`src/rtl/stream_fifo_src_arbiter.sv`:
```
// rtl/stream_fifo_src_arbiter.sv - quota-limited round-robin arbiter for a shared stream FIFO write port
//
// Purpose:
//   Shares the write handshake of one stream FIFO between NUM_REQ sources.
//   Each source may have at most QUOTA entries resident in the FIFO. The
//   FIFO consumer returns one release per popped entry, tagged with the
//   source ID, which hands the credit back to that source. Once a write is
//   offered and stalled by the FIFO, the grant is locked to that source until
//   the entry is accepted. This keeps the write side stable under backpressure.
//
// Ports:
//   clk, rst        - clock, synchronous active-high reset
//   req_valid_i     - per-source valid
//   req_ready_o     - per-source ready, at most one bit set, only on a push
//   req_data_i      - packed payloads, source i at [i*DATA_WIDTH +: DATA_WIDTH]
//   fifo_w_valid_o  - write valid towards the FIFO
//   fifo_w_ready_i  - FIFO write ready
//   fifo_w_data_o   - payload of the selected source (zero when not valid)
//   fifo_w_src_o    - ID of the selected source (zero when not valid)
//   rel_valid_i     - consumer popped one entry
//   rel_src_i       - source ID of the popped entry
//   inflight_o      - bit i set while source i has entries resident
//   err_o           - sticky: release to a source holding no credit or out-of-range ID

module stream_fifo_src_arbiter #(
    parameter int NUM_REQ    = 4,
    parameter int DATA_WIDTH = 32,
    parameter int QUOTA      = 2,
    parameter int ID_WIDTH   = $clog2(NUM_REQ)
) (
    input  logic                          clk,
    input  logic                          rst,
    input  logic [NUM_REQ-1:0]            req_valid_i,
    output logic [NUM_REQ-1:0]            req_ready_o,
    input  logic [NUM_REQ*DATA_WIDTH-1:0] req_data_i,
    output logic                          fifo_w_valid_o,
    input  logic                          fifo_w_ready_i,
    output logic [DATA_WIDTH-1:0]         fifo_w_data_o,
    output logic [ID_WIDTH-1:0]           fifo_w_src_o,
    input  logic                          rel_valid_i,
    input  logic [ID_WIDTH-1:0]           rel_src_i,
    output logic [NUM_REQ-1:0]            inflight_o,
    output logic                          err_o
);

    localparam int CNT_W = $clog2(QUOTA + 1);
    localparam logic [CNT_W-1:0] QUOTA_C = CNT_W'(QUOTA);

    typedef enum logic {
        S_IDLE   = 1'b0,
        S_LOCKED = 1'b1
    } state_t;

    state_t              state_q;
    logic [ID_WIDTH-1:0] ptr_q;
    logic [ID_WIDTH-1:0] lock_id_q;
    logic [CNT_W-1:0]    cnt_q [NUM_REQ];
    logic [CNT_W-1:0]    cnt_d [NUM_REQ];
    logic                err_q;

    logic [NUM_REQ-1:0]  eligible;
    logic                any_elig;
    logic [ID_WIDTH-1:0] win_id;
    logic [ID_WIDTH-1:0] sel_id;
    logic                w_valid;
    logic                push;
    logic [NUM_REQ-1:0]  push_vec;
    logic [NUM_REQ-1:0]  rel_dec;
    logic                rel_hit;

    function automatic logic [ID_WIDTH-1:0] next_id(input logic [ID_WIDTH-1:0] id);
        if (int'(id) == NUM_REQ - 1) begin
            return '0;
        end
        return id + ID_WIDTH'(1);
    endfunction

    // Eligibility looks only at registered credit counts, so a release or a
    // push changes arbitration from the following cycle on.
    always_comb begin
        eligible = '0;
        for (int i = 0; i < NUM_REQ; i++) begin
            eligible[i] = req_valid_i[i] && (cnt_q[i] < QUOTA_C);
        end
    end

    // Round-robin scan starting at ptr_q; the first eligible index wins.
    always_comb begin
        logic [ID_WIDTH-1:0] idx;
        any_elig = 1'b0;
        win_id   = '0;
        idx      = '0;
        for (int k = 0; k < NUM_REQ; k++) begin
            idx = ID_WIDTH'((int'(ptr_q) + k) % NUM_REQ);
            if (!any_elig && eligible[idx]) begin
                any_elig = 1'b1;
                win_id   = idx;
            end
        end
    end

    // While locked the output follows lock_id_q only; quota is not rechecked
    // because counts can only fall during the lock.
    always_comb begin
        if (state_q == S_LOCKED) begin
            sel_id  = lock_id_q;
            w_valid = req_valid_i[lock_id_q];
        end else begin
            sel_id  = win_id;
            w_valid = any_elig;
        end
    end

    assign push           = w_valid && fifo_w_ready_i;
    assign fifo_w_valid_o = w_valid;
    assign fifo_w_src_o   = w_valid ? sel_id : '0;
    assign fifo_w_data_o  = w_valid ? req_data_i[int'(sel_id)*DATA_WIDTH +: DATA_WIDTH] : '0;
    assign req_ready_o    = push_vec;

    // Per-source push/release decode. A release is honoured only for an
    // in-range ID whose count is nonzero; anything else flags the error.
    always_comb begin
        push_vec = '0;
        rel_dec  = '0;
        rel_hit  = 1'b0;
        for (int i = 0; i < NUM_REQ; i++) begin
            push_vec[i] = push && (sel_id == ID_WIDTH'(i));
            if (rel_valid_i && (rel_src_i == ID_WIDTH'(i)) && (cnt_q[i] != '0)) begin
                rel_dec[i] = 1'b1;
                rel_hit    = 1'b1;
            end
        end
    end

    // Push and release on the same source cancel; otherwise each applies.
    always_comb begin
        for (int i = 0; i < NUM_REQ; i++) begin
            cnt_d[i] = cnt_q[i];
            if (push_vec[i] && !rel_dec[i]) begin
                cnt_d[i] = cnt_q[i] + CNT_W'(1);
            end else if (rel_dec[i] && !push_vec[i]) begin
                cnt_d[i] = cnt_q[i] - CNT_W'(1);
            end
        end
    end

    always_comb begin
        for (int i = 0; i < NUM_REQ; i++) begin
            inflight_o[i] = (cnt_q[i] != '0);
        end
    end

    assign err_o = err_q;

    always_ff @(posedge clk) begin
        if (rst) begin
            state_q   <= S_IDLE;
            ptr_q     <= '0;
            lock_id_q <= '0;
            err_q     <= 1'b0;
            for (int i = 0; i < NUM_REQ; i++) begin
                cnt_q[i] <= '0;
            end
        end else begin
            case (state_q)
                S_IDLE: begin
                    if (any_elig) begin
                        if (fifo_w_ready_i) begin
                            ptr_q <= next_id(win_id);
                        end else begin
                            lock_id_q <= win_id;
                            state_q   <= S_LOCKED;
                        end
                    end
                end
                S_LOCKED: begin
                    if (push) begin
                        ptr_q   <= next_id(lock_id_q);
                        state_q <= S_IDLE;
                    end
                end
                default: state_q <= S_IDLE;
            endcase

            for (int i = 0; i < NUM_REQ; i++) begin
                cnt_q[i] <= cnt_d[i];
            end

            if (rel_valid_i && !rel_hit) begin
                err_q <= 1'b1;
            end
        end
    end

endmodule
```
`config.mk`:
```
export PLATFORM = sky130hd
export DESIGN_NAME = stream_fifo_src_arbiter
export DESIGN_NICKNAME = d
export VERILOG_FILES = /design/src/rtl/stream_fifo_src_arbiter.sv
export SDC_FILE = /design/constraint.sdc
export NUM_CORES = 1
export LEC_CHECK = 0
export CAP_MARGIN = 0
export CORE_MARGIN = 1
export CORE_UTILIZATION = 29
export DETAILED_ROUTE_END_ITERATION = 8
export PLACE_DENSITY = 0.91
export SLEW_MARGIN = 0
export SYNTH_ARGS = -nofsm -noshare
export SYNTH_HDL_FRONTEND = slang
export SYNTH_SLANG_ARGS = --single-unit
```
`constraint.sdc`:
```
create_clock -name clk -period 2.28 [get_ports clk]
set_clock_uncertainty 0.05 [all_clocks]
set_input_delay 0.456 -clock clk [delete_from_list [all_inputs] [get_ports clk]]
set_output_delay 0.456 -clock clk [all_outputs]
set_load 0.05 [all_outputs]
```
Word level (Yosys, flattened, before mapping)
Memories as Yosys holds them, arrays and structs flattened.
Index checks and enable logic that the tools add are counted.
- flip-flop bits (word level): 6
- RAM bits: 8
- input port bits: 138
- output and inout bits: 44
- logic and storage cells: 159
- memories kept: 1
- $add $sub $neg: 13
- magnitude comparators: 9
- equality and inequality tests: 11
- shifts and indexed selects: 1
- muxes and demuxes: 65
- bitwise gates (word level): 6
- reduce and logical (&&, ||, !) cells: 49
- memory list (memory ; depth ; width ; rd ports ; clocked after memory_dff ; write ports ; line ; source):
    cnt_q ; 4 ; 2 ; 4 ; 0 ; 4 ; 57 ; logic [CNT_W-1:0] cnt_q [NUM_REQ];
- operator list (kind ; count):
    $shiftx A128 B8 Y32 ; 1
    $mux W2 ; 25
    $mux W1 ; 32
    $mux W32 ; 1
    $logic_and A1 B1 Y1 ; 29
    $lt A2 B3 Y1 const B ; 5
    $add A2 B1 Y2 const B ; 7
    $logic_not A1 Y1 ; 12
    $bmux W1 S2 ; 5
    $eq A2 B1 Y1 const B ; 4
    $eq A2 B2 Y1 const B ; 4
    $lt A2 B2 Y1 const B ; 4
    $reduce_bool A2 Y1 ; 4
    $sub A2 B1 Y2 const B ; 4
    $reduce_and A3 Y1 ; 2
    $add A2 B2 Y2 const B ; 2
    $logic_not A2 Y1 ; 2
    $ne A2 B2 Y1 const B ; 2
    $or A1 B1 Y1 ; 4
    $pmux W2 S2 ; 1
    $ne A2 B1 Y1 const B ; 1
    $not A1 Y1 ; 2
    $pmux W1 S2 ; 1

Logic depth before layout (Yosys ltp)
Gate-level depths: netlist of run 1.
- depth in word-level cells: 24
- mapped depth: 10

Worst setup path before layout of run 1
No wires, ideal clock.
- path type: input port to flip-flop
- start: input req_valid_i[2]
- end: memory cnt_q[3][1] (netlist name)
- library setup time: 0.070 ns
- arrival: 3.456 ns
- required time: 2.160 ns
- slack: -1.296 ns
- stages on the path: 9
- path through: nor2b_1 -> a311oi_1 -> o31ai_1 -> buf_2 -> buf_2 -> nor3b_1 -> ha_1 -> or3_1 -> a21oi_1
- RTL lines (item ; line ; source):
    start, declared ; 33 ; input logic [NUM_REQ-1:0] req_valid_i,
    end, declared ; 57 ;

==> results of run 1 <==
[tightest hold or removal path, stage by stage, from the launching register on]
cell	delay, ns
dfxtp_1	0.33
a31oi_1	0.06
nor2_1	0.10
[Yosys cell counts (all sizes together) (4+ instances only)]
cell type	instances
mux2i	67
o22ai	33
buf	15
dfxtp	14
nor2	14
xor2	8
a21oi	7
or3	7
o21ai	6
inv	5
nand2	5
ha	4
nand2b	4
nor2b	4
[sequential cells by signal (all words and copies together) (netlist names)]
signal / cells
err_o: 1
cnt_q: 8
ptr_q: 2
state_q: 1
lock_id_q: 2
[cells by family (layout without fill, tap and decap cells)]
| group | after synthesis | count (layout) | share of synthesized area, % |
|---|---|---|---|
| multiplexers | 68 | 68 | 34.7 |
| AO/OA/AOI/OAI | 54 | 54 | 23.9 |
| AND/OR/NAND/NOR | 49 | 49 | 13.7 |
| buffers and inverters | 22 | 263 | 6.70 |
| flip-flops | 14 | 14 | 14.0 |
| XOR/XNOR | 10 | 10 | 4.39 |
| adder cells (fa/ha/maj) | 4 | 4 | 2.51 |
[per-stage QoR]
step / cells / hold WS (ns) / TNS, ns / utilization (%)
2_1_floorplan: 221 / 0.420 / -12.73 / -
3_3_place_gp: 512 / 0.407 / -35.10 / 71.3
3_5_place_dp: 512 / 0.409 / -38.48 / 71.3
4_1_cts: 538 / 0.423 / -15.38 / 87.7
5_1_grt: 539 / 0.513 / -23.29 / 91.3
6_report: 539 / 0.486 / -21.42 / 91.3
[per-layer routing]
layer	global-route usage (%)	vias to the layer above	part of all wire [%]
met5	0	-	0
li1	-	1328	-
met3	8.17	100	8.1
met1	37.4	1550	33
met4	23.6	0	8.2
met2	69.9	266	51
[area by class of cell]
class | count | area (sq um) | share of cell area [%]
Clock buffer | 4 | 55.1 | 0.929
Inverter | 5 | 26.3 | 0.443
Multi-Input combinational cell | 185 | 2630 | 44.3
Sequential cell | 14 | 290 | 4.90
Tap cell | 77 | 96.3 | 1.63
Timing Repair Buffer | 254 | 2830 | 47.8
[path summary, 6_finish.rpt]
kind / slack, ns / end / start
worst min register to register: 0.49 / err_o$_SDFFE_PP0P_ / err_o$_SDFFE_PP0P_
worst min-delay path: 0.49 / err_o$_SDFFE_PP0P_ / err_o$_SDFFE_PP0P_
worst max-delay path: -0.59 / req_ready_o[3] / cnt_q[1][1]$_SDFFE_PP0P_
worst max register to register: -0.46 / cnt_q[1][1]$_SDFFE_PP0P_ / cnt_q[1][1]$_SDFFE_PP0P_
[where the power goes]
group          total, mW  switching, mW  leakage [nW]  internal [mW]
clock network      0.255          0.101        0.0288          0.153
registers          0.348         0.0591         0.118          0.289
logic               4.69           2.44          2.08           2.25
total               5.29           2.60          2.23           2.70
[timing repair]
action / in CTS / in global routing
resized for setup: 173 / 49
hold endpoints to repair: 0 / 0
gates cloned: 8 / 0
setup endpoints to repair: 47 / 49
buffers inserted: 15 / 6
pin swaps: 33 / 16
==> impl_metrics.json, run 1 <==
{
  "tritoncts": "yes",
  "coreArea_sq_um": 6490,
  "hold_viol_final": 0,
  "fp.dieH_microns": 85.0,
  "overflow": 0,
  "pin_count": 182,
  "layout_setup_ws_ns": -0.585,
  "worst_pin_slew_ns": 0.614,
  "ys_warn_count": 0,
  "status": "complete, but fails checks",
  "slew_violations": 0,
  "cts.sinks": 14,
  "power_leakage_nw": 2.23,
  "crit_type": "reg -> out",
  "synth_seq_area_share_pct": 14.0,
  "routed_wl_microns": 15500,
  "ys_async_sr_fraction_pct": 0,
  "violations": "design-rule violations, negative setup slack",
  "row_count": 29,
  "fp.dieW_microns": 85.0,
  "synth_edf_count": 0,
  "ys_types": 41,
  "die_area_sq_um": 7220,
  "wire_per_inst_microns": 28.7,
  "ys_ff_latch": 14,
  "cp_slowest_cell": "a211o_4",
  "area_growth_pct": 197,
  "ant_nets": 0,
  "ys.flop_type": "dfxtp_1",
  "layout_commonest_cell": "clkdlybuf4s50_1",
  "post-place-ws_ns": -0.938,
  "cts-root-buf": "clkbuf_8",
  "nFillCells": 210,
  "rsz0062_at_grt": "true",
  "relSlewSlack_pct": 59.0,
  "ff2ff_path_depth": 11,
  "path_depth": 9,
  "ctsHoldBuffers": 0,
  "drv_cap": 0,
  "required_ns": 1.77,
  "critPathArrivalTime_ns": 2.36,
  "critPathMostFrequentCell": "buf_4",
  "drt-initial-drc-count": 163,
  "cts_htree_levels": 1,
  "placement.cell_area_sq_um": 4630,
  "cp_max_fo": 5,
  "endpoint_kind": "output port",
  "gr-usage-all-layers_pct": 37.4,
  "insertion_delay_ns": 0.25,
  "final.period_utilization_pct": 126,
  "antennaDiodeCount": 0,
  "period_minus_slack_ns": 2.87,
  "max_stage_delay_ns": 0.38,
  "viasPerCell": 6.02,
  "syn_nets": 363,
  "ir_worst_vdd_v": 0.000544,
  "cp_cell_sequence": "nand2b_4 -> a211o_4 -> a211oi_4 -> buf_4 -> buf_6 -> nor2_4 -> nor3b_4 -> buf_4 -> buf_12",
  "grt_pass1_wl_microns": 20400,
  "dp_hpwl_microns": 7670,
  "drcViolationCount": 15,
  "start_util_pct": 30.7,
  "whs_path_depth": 2,
  "startpoint_type": "register",
  "antenna_found_initial": 0,
  "worst-path-buf-inv": 4,
  "vias": 3244,
  "total_power_mw": 5.29,
  "path_clk_slew_ns": 0.06,
  "path_delay_family": "compound AO/OA/AOI/OAI gates",
  "drive_gt1_share_pct": 55.0,
  "fmax_ghz": 0.349,
  "syn_avg_cell_area_sq_um": 9.04,
  "portBuffers": 181,
  "grt_pass1_vias": 3512,
  "cts.path.max_buffers": 2,
  "postLayoutCellArea_sq_um": 5930,
  "synth_top_area_share_pct": 33.6,
  "synth_area_leader_cell": "mux2i_1",
  "layout_common_cells": "clkdlybuf4s50_1 (135), buf_6 (46), buf_4 (36)",
  "p_per_area_nw_per_um2": 893,
  "synthCells": 221,
  "numCtsBuffers": 3,
  "syn_area_sq_um": 2000,
  "dr.pass1.iters": 9,
  "layout.nets": 605,
  "grt_max_degree": 15,
  "netlist_top_cells_area": "mux2i_1 (34%), dfxtp_1 (14%), o22ai_2 (13%)",
  "min_path_type": "reg -> reg",
  "place.gp.congestion": 0.903,
  "setup_viol": 47
}
No activity file was read; power rests on OpenSTA's default activity.
==> run 2: changes to the inputs <==
CTS_CLUSTER_SIZE = 14   (was unset)
==> results of run 2 <==
No change in the layout: final DEF, timing and power equal those of run 1.
